$ cat src/rtl/instr_encoder_unit_if.sv
`default_nettype none
// ============================================================================
// Module      : instr_encoder_unit_if
// Description : Request/response bundle for the RV32I instruction encoder.
// Revision    : 1.0 - initial release
// ============================================================================
interface instr_encoder_unit_if #(
    parameter int ADDR_W = 10
);
    logic              in_valid;
    logic              in_ready;
    logic [2:0]        fmt;
    logic [6:0]        opcode;
    logic [4:0]        rd;
    logic [4:0]        rs1;
    logic [4:0]        rs2;
    logic [2:0]        func3;
    logic              func1;
    logic [31:0]       imm;
    logic              out_valid;
    logic              out_ready;
    logic [31:0]       out_instr;
    logic [ADDR_W-1:0] out_addr;
    logic              out_err;
    logic              err_seen;

    modport slave (
        input  in_valid, fmt, opcode, rd, rs1, rs2, func3, func1, imm, out_ready,
        output in_ready, out_valid, out_instr, out_addr, out_err, err_seen
    );

    modport master (
        output in_valid, fmt, opcode, rd, rs1, rs2, func3, func1, imm, out_ready,
        input  in_ready, out_valid, out_instr, out_addr, out_err, err_seen
    );
endinterface
`default_nettype wire

$ cat src/rtl/instr_encoder_unit.sv
`default_nettype none
// ============================================================================
// Module      : instr_encoder_unit
// Description : Two-stage streaming RV32I field-to-word encoder with range
//               checking, NOP substitution on error and a word-address counter.
// Revision    : 1.0 - initial release
// ============================================================================
module instr_encoder_unit #(
    parameter int ADDR_W    = 10,
    parameter int BASE_ADDR = 0
) (
    input  logic                 clk,
    input  logic                 reset,
    input  logic                 restart,
    instr_encoder_unit_if.slave  bus
);

    localparam logic [2:0]        C_FMT_R = 3'd0;
    localparam logic [2:0]        C_FMT_I = 3'd1;
    localparam logic [2:0]        C_FMT_S = 3'd2;
    localparam logic [2:0]        C_FMT_B = 3'd3;
    localparam logic [2:0]        C_FMT_U = 3'd4;
    localparam logic [2:0]        C_FMT_J = 3'd5;
    localparam logic [31:0]       C_NOP   = 32'h0000_0013;
    localparam logic [6:0]        C_OP_IMM = 7'b0010011;
    localparam logic [ADDR_W-1:0] C_BASE  = ADDR_W'(BASE_ADDR);

    // Stage 1: registered request
    logic              s1_valid_q;
    logic [2:0]        fmt_q;
    logic [6:0]        opcode_q;
    logic [4:0]        rd_q;
    logic [4:0]        rs1_q;
    logic [4:0]        rs2_q;
    logic [2:0]        func3_q;
    logic              func1_q;
    logic [31:0]       imm_q;

    // Stage 2: registered result
    logic              out_valid_q;
    logic [31:0]       out_instr_q;
    logic              out_err_q;
    logic [ADDR_W-1:0] out_addr_q;
    logic              err_seen_q;

    logic              w_s2_load;
    logic              w_s1_load;
    logic              w_is_shift;
    logic              w_imm12_ok;
    logic              w_imm13_ok;
    logic              w_imm21_ok;
    logic [31:0]       w_enc;
    logic              w_err;

    assign w_s2_load = !out_valid_q || bus.out_ready;
    assign w_s1_load = !s1_valid_q || w_s2_load;

    // A value fits an N-bit signed field when bits [31:N-1] are all equal.
    assign w_imm12_ok = (&imm_q[31:11]) || !(|imm_q[31:11]);
    assign w_imm13_ok = (&imm_q[31:12]) || !(|imm_q[31:12]);
    assign w_imm21_ok = (&imm_q[31:20]) || !(|imm_q[31:20]);
    assign w_is_shift = (opcode_q == C_OP_IMM) && (func3_q[1:0] == 2'b01);

    always_comb begin
        w_enc = {7'b0, rs2_q, rs1_q, func3_q, rd_q, opcode_q};
        w_err = 1'b0;
        case (fmt_q)
            C_FMT_R: w_enc[31:25] = {1'b0, func1_q, 5'b0};
            C_FMT_I: begin
                if (w_is_shift) begin
                    w_enc[31:20] = {1'b0, func1_q, 5'b0, imm_q[4:0]};
                    w_err        = |imm_q[31:5];
                end else begin
                    w_enc[31:20] = imm_q[11:0];
                    w_err        = !w_imm12_ok;
                end
            end
            C_FMT_S: begin
                w_enc[31:25] = imm_q[11:5];
                w_enc[11:7]  = imm_q[4:0];
                w_err        = !w_imm12_ok;
            end
            C_FMT_B: begin
                w_enc[31:25] = {imm_q[12], imm_q[10:5]};
                w_enc[11:7]  = {imm_q[4:1], imm_q[11]};
                w_err        = !w_imm13_ok || imm_q[0];
            end
            C_FMT_U: begin
                w_enc[31:12] = imm_q[19:0];
                w_err        = |imm_q[31:20];
            end
            C_FMT_J: begin
                w_enc[31:12] = {imm_q[20], imm_q[10:1], imm_q[11], imm_q[19:12]};
                w_err        = !w_imm21_ok || imm_q[0];
            end
            default: w_err = 1'b1;
        endcase
        if (w_err) begin
            w_enc = C_NOP;
        end
    end

    always_ff @(posedge clk or posedge reset) begin
        if (reset) begin
            s1_valid_q  <= 1'b0;
            fmt_q       <= 3'd0;
            opcode_q    <= 7'd0;
            rd_q        <= 5'd0;
            rs1_q       <= 5'd0;
            rs2_q       <= 5'd0;
            func3_q     <= 3'd0;
            func1_q     <= 1'b0;
            imm_q       <= 32'd0;
            out_valid_q <= 1'b0;
            out_instr_q <= 32'd0;
            out_err_q   <= 1'b0;
            out_addr_q  <= C_BASE;
            err_seen_q  <= 1'b0;
        end else if (restart) begin
            s1_valid_q  <= 1'b0;
            out_valid_q <= 1'b0;
            out_addr_q  <= C_BASE;
            err_seen_q  <= 1'b0;
        end else begin
            if (w_s1_load) begin
                s1_valid_q <= bus.in_valid;
                if (bus.in_valid) begin
                    fmt_q    <= bus.fmt;
                    opcode_q <= bus.opcode;
                    rd_q     <= bus.rd;
                    rs1_q    <= bus.rs1;
                    rs2_q    <= bus.rs2;
                    func3_q  <= bus.func3;
                    func1_q  <= bus.func1;
                    imm_q    <= bus.imm;
                end
            end
            if (w_s2_load) begin
                out_valid_q <= s1_valid_q;
                if (s1_valid_q) begin
                    out_instr_q <= w_enc;
                    out_err_q   <= w_err;
                    if (w_err) begin
                        err_seen_q <= 1'b1;
                    end
                end
            end
            // Address follows the word in S2; it wraps naturally at 2^ADDR_W.
            if (out_valid_q && bus.out_ready) begin
                out_addr_q <= out_addr_q + 1'b1;
            end
        end
    end

    assign bus.in_ready  = w_s1_load;
    assign bus.out_valid = out_valid_q;
    assign bus.out_instr = out_instr_q;
    assign bus.out_addr  = out_addr_q;
    assign bus.out_err   = out_err_q;
    assign bus.err_seen  = err_seen_q;

endmodule
`default_nettype wire

$ cat src/flat_wrapper.sv
// flat-port wrapper written by rule: the top's interface ports become plain ports
module instr_encoder_unit_flat 
#(
    parameter int ADDR_W    = 10,
    parameter int BASE_ADDR = 0
)
  (clk, reset, restart, bus_in_valid, bus_fmt, bus_opcode, bus_rd, bus_rs1, bus_rs2, bus_func3, bus_func1, bus_imm, bus_out_ready, bus_in_ready, bus_out_valid, bus_out_instr, bus_out_addr, bus_out_err, bus_err_seen);
  instr_encoder_unit_if #(.ADDR_W(ADDR_W)) bus_i ();
  input  logic clk;
  input  logic reset;
  input  logic restart;
  input wire logic [$bits(bus_i.in_valid)-1:0] bus_in_valid;
  input wire logic [$bits(bus_i.fmt)-1:0] bus_fmt;
  input wire logic [$bits(bus_i.opcode)-1:0] bus_opcode;
  input wire logic [$bits(bus_i.rd)-1:0] bus_rd;
  input wire logic [$bits(bus_i.rs1)-1:0] bus_rs1;
  input wire logic [$bits(bus_i.rs2)-1:0] bus_rs2;
  input wire logic [$bits(bus_i.func3)-1:0] bus_func3;
  input wire logic [$bits(bus_i.func1)-1:0] bus_func1;
  input wire logic [$bits(bus_i.imm)-1:0] bus_imm;
  input wire logic [$bits(bus_i.out_ready)-1:0] bus_out_ready;
  output wire logic [$bits(bus_i.in_ready)-1:0] bus_in_ready;
  output wire logic [$bits(bus_i.out_valid)-1:0] bus_out_valid;
  output wire logic [$bits(bus_i.out_instr)-1:0] bus_out_instr;
  output wire logic [$bits(bus_i.out_addr)-1:0] bus_out_addr;
  output wire logic [$bits(bus_i.out_err)-1:0] bus_out_err;
  output wire logic [$bits(bus_i.err_seen)-1:0] bus_err_seen;
  assign bus_i.in_valid = bus_in_valid;
  assign bus_i.fmt = bus_fmt;
  assign bus_i.opcode = bus_opcode;
  assign bus_i.rd = bus_rd;
  assign bus_i.rs1 = bus_rs1;
  assign bus_i.rs2 = bus_rs2;
  assign bus_i.func3 = bus_func3;
  assign bus_i.func1 = bus_func1;
  assign bus_i.imm = bus_imm;
  assign bus_i.out_ready = bus_out_ready;
  assign bus_in_ready = bus_i.in_ready;
  assign bus_out_valid = bus_i.out_valid;
  assign bus_out_instr = bus_i.out_instr;
  assign bus_out_addr = bus_i.out_addr;
  assign bus_out_err = bus_i.out_err;
  assign bus_err_seen = bus_i.err_seen;
  instr_encoder_unit #(.ADDR_W(ADDR_W), .BASE_ADDR(BASE_ADDR)) u_core (.clk(clk), .reset(reset), .restart(restart), .bus(bus_i));
endmodule
$ cat config.mk
export PLATFORM = sky130hd
export DESIGN_NAME = instr_encoder_unit_flat
export DESIGN_NICKNAME = d
export VERILOG_FILES = /design/src/rtl/instr_encoder_unit_if.sv /design/src/rtl/instr_encoder_unit.sv /design/src/flat_wrapper.sv
export SDC_FILE = /design/constraint.sdc
export NUM_CORES = 1
export LEC_CHECK = 0
export ABC_AREA = 1
export BUFFER_PORTS_ARGS = -buffer_cell sky130_fd_sc_hd__clkbuf_2
export CORE_ASPECT_RATIO = 1.25
export CORE_MARGIN = 4
export CORE_UTILIZATION = 55
export CTS_CLUSTER_SIZE = 40
export DETAILED_ROUTE_END_ITERATION = 6
export PLACE_DENSITY = 0.88
export SYNTH_ARGS = -nofsm -noshare
export SYNTH_HDL_FRONTEND = slang
export SYNTH_SLANG_ARGS = --single-unit
$ cat constraint.sdc
create_clock -name clk -period 6.65 [get_ports clk]
set_input_delay 1.33 -clock clk [delete_from_list [all_inputs] [get_ports clk]]
set_output_delay 1.33 -clock clk [all_outputs]
set_load 0.005 [all_outputs]
==> impl_metrics.yaml <==
yosys:
  synthCells: 636
  netlist-cell-type-count: 28
  syn_avg_cell_area_um2: 8.11
  ys_seq_elements: 107
  yosysSeqAreaShare: 0.519
  ys_warn_count: 0
  netlist_area_um2: 5160
  synth_fp_nets: 703
timing:
  slew_viol_final: 0
  worst_pin_slew_ps: 1150
  skew_ps: 7.38
  rsz0062_at_grt: "false"
  finalSetupViolCount: 0
  fin_ws_ps: 3460
  holdWs_ps: 479
  hold_viol: 0
  period_share: 0.480
  fin_setup_tns_ps: 0
  min_period_ps: 3190
  max-slew-margin-rel: 0.235
  fmax_mhz: 313
placed_design:
  io_buffer_count: 111
  place_area_um2: 5790
  gp_congestion: 0.926
  dp_hpwl_um: 9840
  place_ws_ps: 3380
route:
  dr.pass1.iters: 5
  antenna_left: 0
  wl_um: 13400
  vias: 4647
  viasPerCell: 5.38
  drc: 0
  wl_per_cell_um: 15.5
  first_iter_violations: 405
cells_and_area:
  final_common_cell: "nand2_1"
  fin_nets: 802
  antenna_cells: 0
  final_cell_mix: "nand2_1 (135), clkbuf_2 (111), dfrtp_1 (107), nor2_1 (97), inv_1 (72)"
  fin_util: 0.670
  final_area_um2: 6120
  drive_gt1_frac: 0.212
  syn2layout_area_growth_pct: 18.6
clock_network:
  h-tree-depth: 3
  clk_pin_slew_ps: 60
  cts_resized: 0
  clockBufferDepth: 2
  clock_latency_ps: 350
  clkSinkCount: 107
  post_cts_buffers: 0
  clockRootBuffer: "clkbuf_16"
  ctsHoldBuffers: 0
  cts_tree: "built"
  cts_inserted_buffers: 9
floorplanning:
  start_util: 0.565
  die_area_um2: 11000
  die_w_um: 94.6
  core_um2: 9130
  placementRows: 39
  io_pins: 112
  die_h_um: 116
power_and_ir_drop:
  leakage_nw: 3.27
  pwr_density_cell_nw_per_um2: 286
  peakVddDrop_v: 0.000161
global_routing:
  antenna_found_initial: 0
  grt_pass1_wl_um: 21900
  grt_pass1_vias: 4594
  grt_util_all_layers: 0.255
  gr-total-overflow: 0
  grt_max_degree: 104
worst_setup_path:
  path_class: "primary input to primary output"
  arrival_ps: 1860
  regToRegSetupSlack_ps: 3900
  startpoint_type: "primary input"
  critPathMaxFanout: 3
  cp-end-kind: "primary output"
  cp.required_ps: 5320
outcome:
  outcome: "finished, final reports clean"
run:
  max_cap_viol_count: 0
min_path:
  hold_class: "register to register"
synth_stat cells:
cell | n | area (µm²)
buf_2 | 9 | 45.0
inv_2 | 1 | 3.75
a211oi_1 | 2 | 15.0
o22ai_1 | 12 | 75.1
mux2_2 | 19 | 214
a21oi_2 | 1 | 8.76
buf_6 | 1 | 11.3
buf_1 | 2 | 7.51
a21oi_1 | 65 | 325
ha_1 | 1 | 12.5
nand4_1 | 5 | 31.3
o221ai_1 | 9 | 78.8
nand2_1 | 135 | 507
clkbuf_1 | 14 | 52.6
nand3b_1 | 1 | 7.51
buf_4 | 1 | 7.51
nand2_4 | 1 | 11.3
inv_1 | 73 | 274
dfrtp_1 | 107 | 2680
nor2_2 | 1 | 6.26
mux2i_1 | 3 | 30.0
nand2_2 | 2 | 12.5
nor2_1 | 97 | 364
o21ai_0 | 15 | 75.1
a31oi_1 | 4 | 25.0
nor3_1 | 3 | 15.0
nand3_1 | 51 | 255
xor2_1 | 1 | 8.76
per-layer routing:
layer	up-vias	wire, µm	track usage
met5	-	0	0
met4	0	573	0.141
met3	44	731	0.0406
met2	184	6510	0.414
met1	2155	5550	0.327
li1	2264	-	-
cell type report:
| class | count | area, µm² |
|---|---|---|
| clock buffer | 12 | 256 |
| clock inverter | 4 | 72.6 |
| fill | 777 | 3010 |
| inverter | 74 | 280 |
| multi-input combinational | 428 | 2090 |
| sequential | 107 | 2680 |
| tap | 123 | 154 |
| timing repair buffer | 115 | 586 |
sequential cells by signal, indices dropped and copies added (netlist names):
register,cells
u_core.rs2_q,5
u_core.imm_q,32
u_core.fmt_q,3
u_core.bus.out_err,1
u_core.func3_q,3
u_core.rd_q,5
u_core.bus.out_addr,10
u_core.bus.out_valid,1
u_core.opcode_q,7
u_core.s1_valid_q,1
u_core.func1_q,1
u_core.bus.out_instr,32
u_core.rs1_q,5
u_core.bus.err_seen,1
worst max-delay path, stage by stage:
cell	delay, ps
clkbuf_2	90
nor2_1	160
nand2_1	140
clkbuf_2	140
cells by family after synthesis:
logic type / Yosys count / share of synthesized area
buffers and inverters: 101 / 0.0779
DFF: 107 / 0.519
xor gates and xnor gates: 1 / 0.00170
and+or+nand+nor: 296 / 0.235
muxes: 22 / 0.0473
AOI/OAI and AO/OA: 108 / 0.117
adders and majority gates: 1 / 0.00243
stage by stage:
stage                     total power (W)  instances
after global routing              0.00184        863
after CTS                         0.00175        863
after floorplan                   0.00104        636
final                             0.00175        863
after detailed placement          0.00118        847
after global placement            0.00116        847
report_power, final:
part | internal, W | leakage [nW] | switching, W | total [W]
combinational | 0.000139 | 1.82 | 0.000216 | 0.000355
clock | 0.000350 | 0.159 | 0.000228 | 0.000578
sequential | 0.000751 | 1.29 | 0.0000651 | 0.000816
total | 0.00124 | 3.27 | 0.000509 | 0.00175
path summary, 6_finish.rpt:
| kind | start | cells past startpoint | end |
|---|---|---|---|
| max in group asynchronous | reset | 3 | u_core.rd_q[0]$_DFFE_PP0P_ |
| worst min register to register | u_core.bus.out_instr[23]$_DFFE_PP0P_ | 2 | u_core.bus.out_instr[23]$_DFFE_PP0P_ |
| worst max register to register | u_core.fmt_q[1]$_DFFE_PP0P_ | 11 | u_core.bus.out_instr[27]$_DFFE_PP0P_ |
| worst min-delay path | u_core.bus.out_instr[23]$_DFFE_PP0P_ | 2 | u_core.bus.out_instr[23]$_DFFE_PP0P_ |
| worst max-delay path | bus_out_ready | 4 | bus_in_ready |
| min in group asynchronous | reset | 2 | u_core.opcode_q[2]$_DFFE_PP0P_ |
No activity file was read; power rests on OpenSTA's default activity.
